[src/rtl/mem_pkg.sv]
// mem_pkg: shared types for the memory access controller.
//   size_e      - request access size encodings (byte, half, word, illegal)
//   state_e     - controller FSM states
//   bad_access  - helper that flags illegal sizes and misaligned addresses
package mem_pkg;

  typedef enum logic [1:0] {
    SZ_BYTE = 2'b00,
    SZ_HALF = 2'b01,
    SZ_WORD = 2'b10,
    SZ_ILL  = 2'b11
  } size_e;

  typedef enum logic [2:0] {
    IDLE  = 3'd0,
    RD    = 3'd1,
    RWAIT = 3'd2,
    MERGE = 3'd3,
    WR    = 3'd4,
    RESP  = 3'd5
  } state_e;

  // 1 when the size is illegal or the address is not naturally aligned.
  function automatic logic bad_access(input size_e size, input logic [1:0] lsb);
    logic bad;
    case (size)
      SZ_BYTE: bad = 1'b0;
      SZ_HALF: bad = lsb[0];
      SZ_WORD: bad = |lsb;
      default: bad = 1'b1;
    endcase
    return bad;
  endfunction

endpackage

[src/rtl/mem_lane_align.sv]
// mem_lane_align: combinational byte-lane handling for sub-word accesses.
// Ports:
//   size     in  2   access size (size_e)
//   sign_ext in  1   sign-extend extracted byte/half
//   lane     in  2   byte address within the word (addr[1:0])
//   ld_word  in  32  word read from memory, source for load extraction
//   st_word  in  32  captured word to be partially overwritten
//   st_data  in  16  right-aligned store data (only low byte/half is used)
//   ld_data  out 32  extracted, extended load result
//   merged   out 32  st_word with the addressed byte/half replaced
module mem_lane_align
  import mem_pkg::*;
(
  input  logic [1:0]  size,
  input  logic        sign_ext,
  input  logic [1:0]  lane,
  input  logic [31:0] ld_word,
  input  logic [31:0] st_word,
  input  logic [15:0] st_data,
  output logic [31:0] ld_data,
  output logic [31:0] merged
);

  logic [7:0]  ld_byte;
  logic [15:0] ld_half;
  logic [31:0] st_repl;
  logic [3:0]  byte_en;

  // Byte/half selection by lane.
  always_comb begin
    ld_byte = ld_word[8*lane +: 8];
    ld_half = lane[1] ? ld_word[31:16] : ld_word[15:0];
  end

  always_comb begin
    ld_data = 32'h0;
    case (size_e'(size))
      SZ_BYTE: ld_data = {{24{sign_ext & ld_byte[7]}}, ld_byte};
      SZ_HALF: ld_data = {{16{sign_ext & ld_half[15]}}, ld_half};
      SZ_WORD: ld_data = ld_word;
      default: ld_data = 32'h0;
    endcase
  end

  // Store data is replicated into every lane; byte enables then pick which
  // lanes of the captured word get replaced.
  always_comb begin
    st_repl = 32'h0;
    byte_en = 4'b0000;
    case (size_e'(size))
      SZ_BYTE: begin
        st_repl = {4{st_data[7:0]}};
        byte_en = 4'b0001 << lane;
      end
      SZ_HALF: begin
        st_repl = {2{st_data}};
        byte_en = lane[1] ? 4'b1100 : 4'b0011;
      end
      SZ_WORD: begin
        st_repl = {2{st_data}};
        byte_en = 4'b0000;
      end
      default: begin
        st_repl = 32'h0;
        byte_en = 4'b0000;
      end
    endcase
  end

  genvar gi;
  generate
    for (gi = 0; gi < 4; gi++) begin : g_lane
      assign merged[8*gi +: 8] = byte_en[gi] ? st_repl[8*gi +: 8] : st_word[8*gi +: 8];
    end
  endgenerate

endmodule

[src/rtl/mem_access_ctrl.sv]
// mem_access_ctrl: byte/half/word load-store controller in front of a
// word-wide data memory with fixed read latency. Sub-word stores are done
// as read-modify-write.
// Parameters:
//   MEM_LATENCY  cycles from the read strobe to valid mem_rdata (1..7)
//   ADDR_W       request byte-address width
// Ports:
//   clk, rst_n                      clock, async active-low reset
//   req_valid/req_ready             request handshake
//   req_write, req_size, req_signed request attributes
//   req_addr, req_wdata             byte address, right-aligned store data
//   mem_addr, mem_wdata             word index, full write word
//   mem_enable, mem_readwrite       access strobe, 1 = write
//   mem_rdata                       read word
//   rsp_valid/rsp_ready             response handshake
//   rsp_rdata, rsp_err              load result, misaligned/illegal flag
module mem_access_ctrl
  import mem_pkg::*;
#(
  parameter int MEM_LATENCY = 1,
  parameter int ADDR_W      = 32
) (
  input  logic              clk,
  input  logic              rst_n,
  input  logic              req_valid,
  output logic              req_ready,
  input  logic              req_write,
  input  logic [1:0]        req_size,
  input  logic              req_signed,
  input  logic [ADDR_W-1:0] req_addr,
  input  logic [31:0]       req_wdata,
  output logic [31:0]       mem_addr,
  output logic [31:0]       mem_wdata,
  output logic              mem_enable,
  output logic              mem_readwrite,
  input  logic [31:0]       mem_rdata,
  output logic              rsp_valid,
  input  logic              rsp_ready,
  output logic [31:0]       rsp_rdata,
  output logic              rsp_err
);

  // RWAIT lasts MEM_LATENCY cycles: counter loads LATENCY-1 and exits at 0.
  localparam logic [2:0] WAIT_INIT = 3'(MEM_LATENCY - 1);

  state_e      state_reg, state_next;
  logic [2:0]  wait_cnt_reg;
  logic        write_reg;
  logic [1:0]  size_reg;
  logic        signed_reg;
  logic [1:0]  lane_reg;
  logic [15:0] wdata_lo_reg;
  logic [31:0] rword_reg;
  logic [31:0] mem_addr_reg;
  logic [31:0] mem_wdata_reg;
  logic [31:0] rsp_rdata_reg;
  logic        rsp_err_reg;

  logic        req_bad;
  logic        accept;
  logic        req_is_word;
  logic [31:0] word_idx;
  logic [31:0] ld_data;
  logic [31:0] merged;

  logic [ADDR_W-1:0] addr_shift;
  assign addr_shift = req_addr >> 2;

  generate
    if (ADDR_W >= 32) begin : g_idx_wide
      assign word_idx = addr_shift[31:0];
    end else begin : g_idx_narrow
      assign word_idx = {{(32-ADDR_W){1'b0}}, addr_shift};
    end
  endgenerate

  assign req_bad     = bad_access(size_e'(req_size), req_addr[1:0]);
  assign req_is_word = (size_e'(req_size) == SZ_WORD);
  assign accept      = req_valid && req_ready;

  mem_lane_align u_align (
    .size     (size_reg),
    .sign_ext (signed_reg),
    .lane     (lane_reg),
    .ld_word  (mem_rdata),
    .st_word  (rword_reg),
    .st_data  (wdata_lo_reg),
    .ld_data  (ld_data),
    .merged   (merged)
  );

  // Next state and strobes
  always_comb begin
    state_next    = state_reg;
    req_ready     = 1'b0;
    mem_enable    = 1'b0;
    mem_readwrite = 1'b0;
    rsp_valid     = 1'b0;
    case (state_reg)
      IDLE: begin
        req_ready = 1'b1;
        if (req_valid) begin
          if (req_bad)                      state_next = RESP;
          else if (req_write && req_is_word) state_next = WR;
          else                              state_next = RD;
        end
      end
      RD: begin
        mem_enable = 1'b1;
        state_next = RWAIT;
      end
      RWAIT: begin
        if (wait_cnt_reg == 3'd0) state_next = write_reg ? MERGE : RESP;
      end
      MERGE: state_next = WR;
      WR: begin
        mem_enable    = 1'b1;
        mem_readwrite = 1'b1;
        state_next    = RESP;
      end
      RESP: begin
        rsp_valid = 1'b1;
        if (rsp_ready) state_next = IDLE;
      end
      default: state_next = IDLE;
    endcase
  end

  // State and datapath registers
  always_ff @(posedge clk or negedge rst_n) begin
    if (!rst_n) begin
      state_reg     <= IDLE;
      wait_cnt_reg  <= 3'd0;
      write_reg     <= 1'b0;
      size_reg      <= 2'b00;
      signed_reg    <= 1'b0;
      lane_reg      <= 2'b00;
      wdata_lo_reg  <= 16'h0;
      rword_reg     <= 32'h0;
      mem_addr_reg  <= 32'h0;
      mem_wdata_reg <= 32'h0;
      rsp_rdata_reg <= 32'h0;
      rsp_err_reg   <= 1'b0;
    end else begin
      state_reg <= state_next;
      case (state_reg)
        IDLE: begin
          if (accept) begin
            write_reg     <= req_write;
            size_reg      <= req_size;
            signed_reg    <= req_signed;
            lane_reg      <= req_addr[1:0];
            wdata_lo_reg  <= req_wdata[15:0];
            mem_addr_reg  <= word_idx;
            rsp_err_reg   <= req_bad;
            rsp_rdata_reg <= 32'h0;
            // Word stores need no read; the write word is known now.
            if (req_write && req_is_word && !req_bad) mem_wdata_reg <= req_wdata;
          end
        end
        RD: wait_cnt_reg <= WAIT_INIT;
        RWAIT: begin
          if (wait_cnt_reg == 3'd0) begin
            if (write_reg) rword_reg     <= mem_rdata;
            else           rsp_rdata_reg <= ld_data;
          end else begin
            wait_cnt_reg <= wait_cnt_reg - 3'd1;
          end
        end
        MERGE: mem_wdata_reg <= merged;
        RESP: begin
          if (rsp_ready) begin
            rsp_err_reg   <= 1'b0;
            rsp_rdata_reg <= 32'h0;
          end
        end
        default: ;
      endcase
    end
  end

  assign mem_addr  = mem_addr_reg;
  assign mem_wdata = mem_wdata_reg;
  assign rsp_rdata = rsp_rdata_reg;
  assign rsp_err   = rsp_err_reg;

endmodule
[config.mk]
export PLATFORM = sky130hd
export DESIGN_NAME = mem_access_ctrl
export DESIGN_NICKNAME = d
export VERILOG_FILES = /design/src/rtl/mem_pkg.sv /design/src/rtl/mem_lane_align.sv /design/src/rtl/mem_access_ctrl.sv
export SDC_FILE = /design/constraint.sdc
export NUM_CORES = 1
export LEC_CHECK = 0
export BUFFER_PORTS_ARGS = -buffer_cell sky130_fd_sc_hd__buf_2
export CORE_AREA = 3 3 156 158
export CTS_CLUSTER_DIAMETER = 50
export DETAILED_ROUTE_END_ITERATION = 7
export DIE_AREA = 0 0 159 161
export SYNTH_ARGS = -nofsm -noshare
export SYNTH_HDL_FRONTEND = slang
export SYNTH_SLANG_ARGS = --single-unit
[constraint.sdc]
create_clock -name clk -period 2 [get_ports clk]
set_clock_uncertainty 0.1 [all_clocks]
set_input_delay 0.3 -clock clk [delete_from_list [all_inputs] [get_ports clk]]
set_output_delay 0.3 -clock clk [all_outputs]
set_load 0.05 [all_outputs]
==> metrics.txt <==
status=finished, violations left; violated checks=negative setup slack; R2R Path End=mem_wdata[8]; Crit path largest cell delay=0.39 ns; worst hold path type=in2reg; R2R depth=7; Yosys top cell by area=dfrtp_1; number of global-route vias before repair=6860; clk_lat worst skew=0.43 ns; Final TNS setup=-0.00451 ns; row cnt=56; Iter 0 DRT Violations=512; NumNets Final=1090; drt first pass iters=7; # port buffers=202; initial antenna violation count=1; Num CTS Buffers=17; Inst Count DP=1242; Slew Limit Fails=0; Total Routing Usage GR=19.6%; DR vias/cell=5.30; GR met3 Demand/Resource=5.46%; f_max=499 MHz; global route total overflow=0; register area share after synthesis=48.4%; CTS tree=yes; Slew HR=47.4%; Mapped Cells=729; Synth Cell Area=8020 sq um; dominant synthesized flop cell=dfrtp_1; clk sinks=155; nature of the critical path startpoint=flip-flop; non-filler cells, final=1311; final setup fails=1; via count=6952; most frequent cells in the layout=buf_2, dfrtp_1, mux2_2; Post-Route WL=25.5 mm; EDFF count, synth=0; gr busiest metal=met2; R2R Path Start=size_reg[1]; design area=10900 sq um; initial core utilization=34.5%; die height=161 microns; Max Cap Viol=0; post-synth top area share=48.4%; hold path cells=3; layout overhead on the synthesized area=36.3%; ANT cells=0; RSZ-0062 raised after global routing=yes; CTS max path bufs=2; main area contributors after synthesis=dfrtp_1, mux2_2, o21ai_0, o31ai_1, nor2_1; crit path capture=mem_wdata[8]; DIE AREA=25600 sq um; Worst EP required=2.21 ns; Cell Chain, Critical Path=inv_1, ha_4, a21oi_2, or2_2, a211oi_1, buf_4, o31ai_1; leakage power=0.00501 uW; WP depth=7; fin util=47.0%; endpoints failing hold=0; DRC errors left=0; crit-path max FO=8; slowest CP cell=or2_2; H-Tree Depth=4; RePlAce Congestion=0.825; final worst-path cycle share=100%; launch point of the worst path=size_reg[1]; Final ANT Viol Nets=0; number of synthesized register bits=155; Final Critical Period=2.00 ns; ratio of cells with drive above 1 in the final layout=44.5%; final worst setup slack=-0.00451 ns; Worst Setup End Kind=flip-flop; Pwr Density=1800 nW/um^2; Setup CP Type=reg2reg; CP top delay family=compound AO/OA/AOI/OAI gates; post-synth cell types=59; Clk pin slew, worst setup/hold paths=0.06 ns; first-pass GRT wire length=39.8 mm; largest net degree at the start of global routing=49; area of the core=23300 sq um; hold slack=0.0166 ns; WP buf/inv=2; VDD IR max=0.875 mV; Syn. warnings=0; I/O Pins=205; Root Buffer=clkbuf_16; grt met2 use=29.4%; met1 Use GR=28.0%; Worst R2R Setup Slack=-0.005 ns; arrival time worst endpoint=2.21 ns; commonest non-fill, non-tap cell in the layout=buf_2; worst slew pin tran=0.789 ns; Synth async-reset ratio=100%; Placement Cell Area=9750 sq um; Syn Area/Cell=11.0 sq um; fillcell total=2215; routed len/inst=19.4 microns; placed wire-length estimate=18.4 mm; die width=159 microns
[stage by stage]
stage | setup WS [ns] | power, uW
final | -0.00451 | 19600
after global routing | -0.0656 | 20700
after CTS | -0.0192 | 19400
after detailed placement | -0.144 | 16100
after global placement | -0.111 | 15900
after floorplan | -0.0254 | 12900
[tightest hold or removal path: stages]
cell and delay [ns]:
buf_2 0.10, nand2_1 0.05, o21ai_0 0.06
[timing repair]
action	4_1_cts	5_1_grt
resized for setup	12	34
setup buffers	2	3
hold buffers	31	1
pin swaps	1	2
gates cloned	0	1
endpoints found under the hold margin	65	1
setup endpoints to repair	21	57
[cells by family after synthesis]
logic type / count (synthesis) / synth area share (%)
adders and majority gates: 6 / 0.937
and+or+nand+nor: 147 / 9.73
AOI/OAI and AO/OA: 219 / 19.4
muxes: 119 / 16.5
DFF: 155 / 48.4
buffers and inverters: 81 / 4.96
xor gates and xnor gates: 1 / 0.109
other: 1 / 0.0468
[routing by layer]
metal | up-vias | wire length (microns)
met5 | - | 7
met2 | 261 | 11500
li1 | 3225 | -
met3 | 28 | 1910
met1 | 3436 | 11700
met4 | 2 | 327
[cells in the mapped netlist (11+ instances only)]
master    number
a211oi_1      18
a21o_1        20
a21oi_1       26
a222oi_1      13
a311oi_1      16
buf_2         22
clkbuf_1      32
dfrtp_1      155
inv_1         12
mux2_2        96
mux2i_1       16
nand2_1       33
nand2b_1      14
nor2_1        46
nor4_1        11
o21ai_0       53
o31ai_1       27
[final cells by class]
type / count / area, sq um / share of cell area, %
repair buffers: 300 / 2070 / 18.9
clock inverters: 10 / 93.8 / 0.859
flip-flops and latches: 155 / 3880 / 35.5
inverters: 12 / 45.0 / 0.412
clock buffers: 21 / 470 / 4.31
multi-input cells: 494 / 3970 / 36.3
well taps: 319 / 399 / 3.65
[power by group]
group | total (uW) | internal (uW) | switching, uW
Combinational | 10900 | 3900 | 6970
Clock | 3120 | 1800 | 1320
Sequential | 5650 | 4570 | 1080
[how the worst min path moves through the flow]
stage,start,to
floorplan,rst_n,lane_reg[0]
global placement,rst_n,wait_cnt_reg[1]
detailed placement,rst_n,wait_cnt_reg[0]
CTS,req_addr[13],mem_addr[11]
global route,req_addr[6],mem_addr[4]
finish,req_wdata[2],wdata_lo_reg[2]
(Power assumes the default switching activity.)
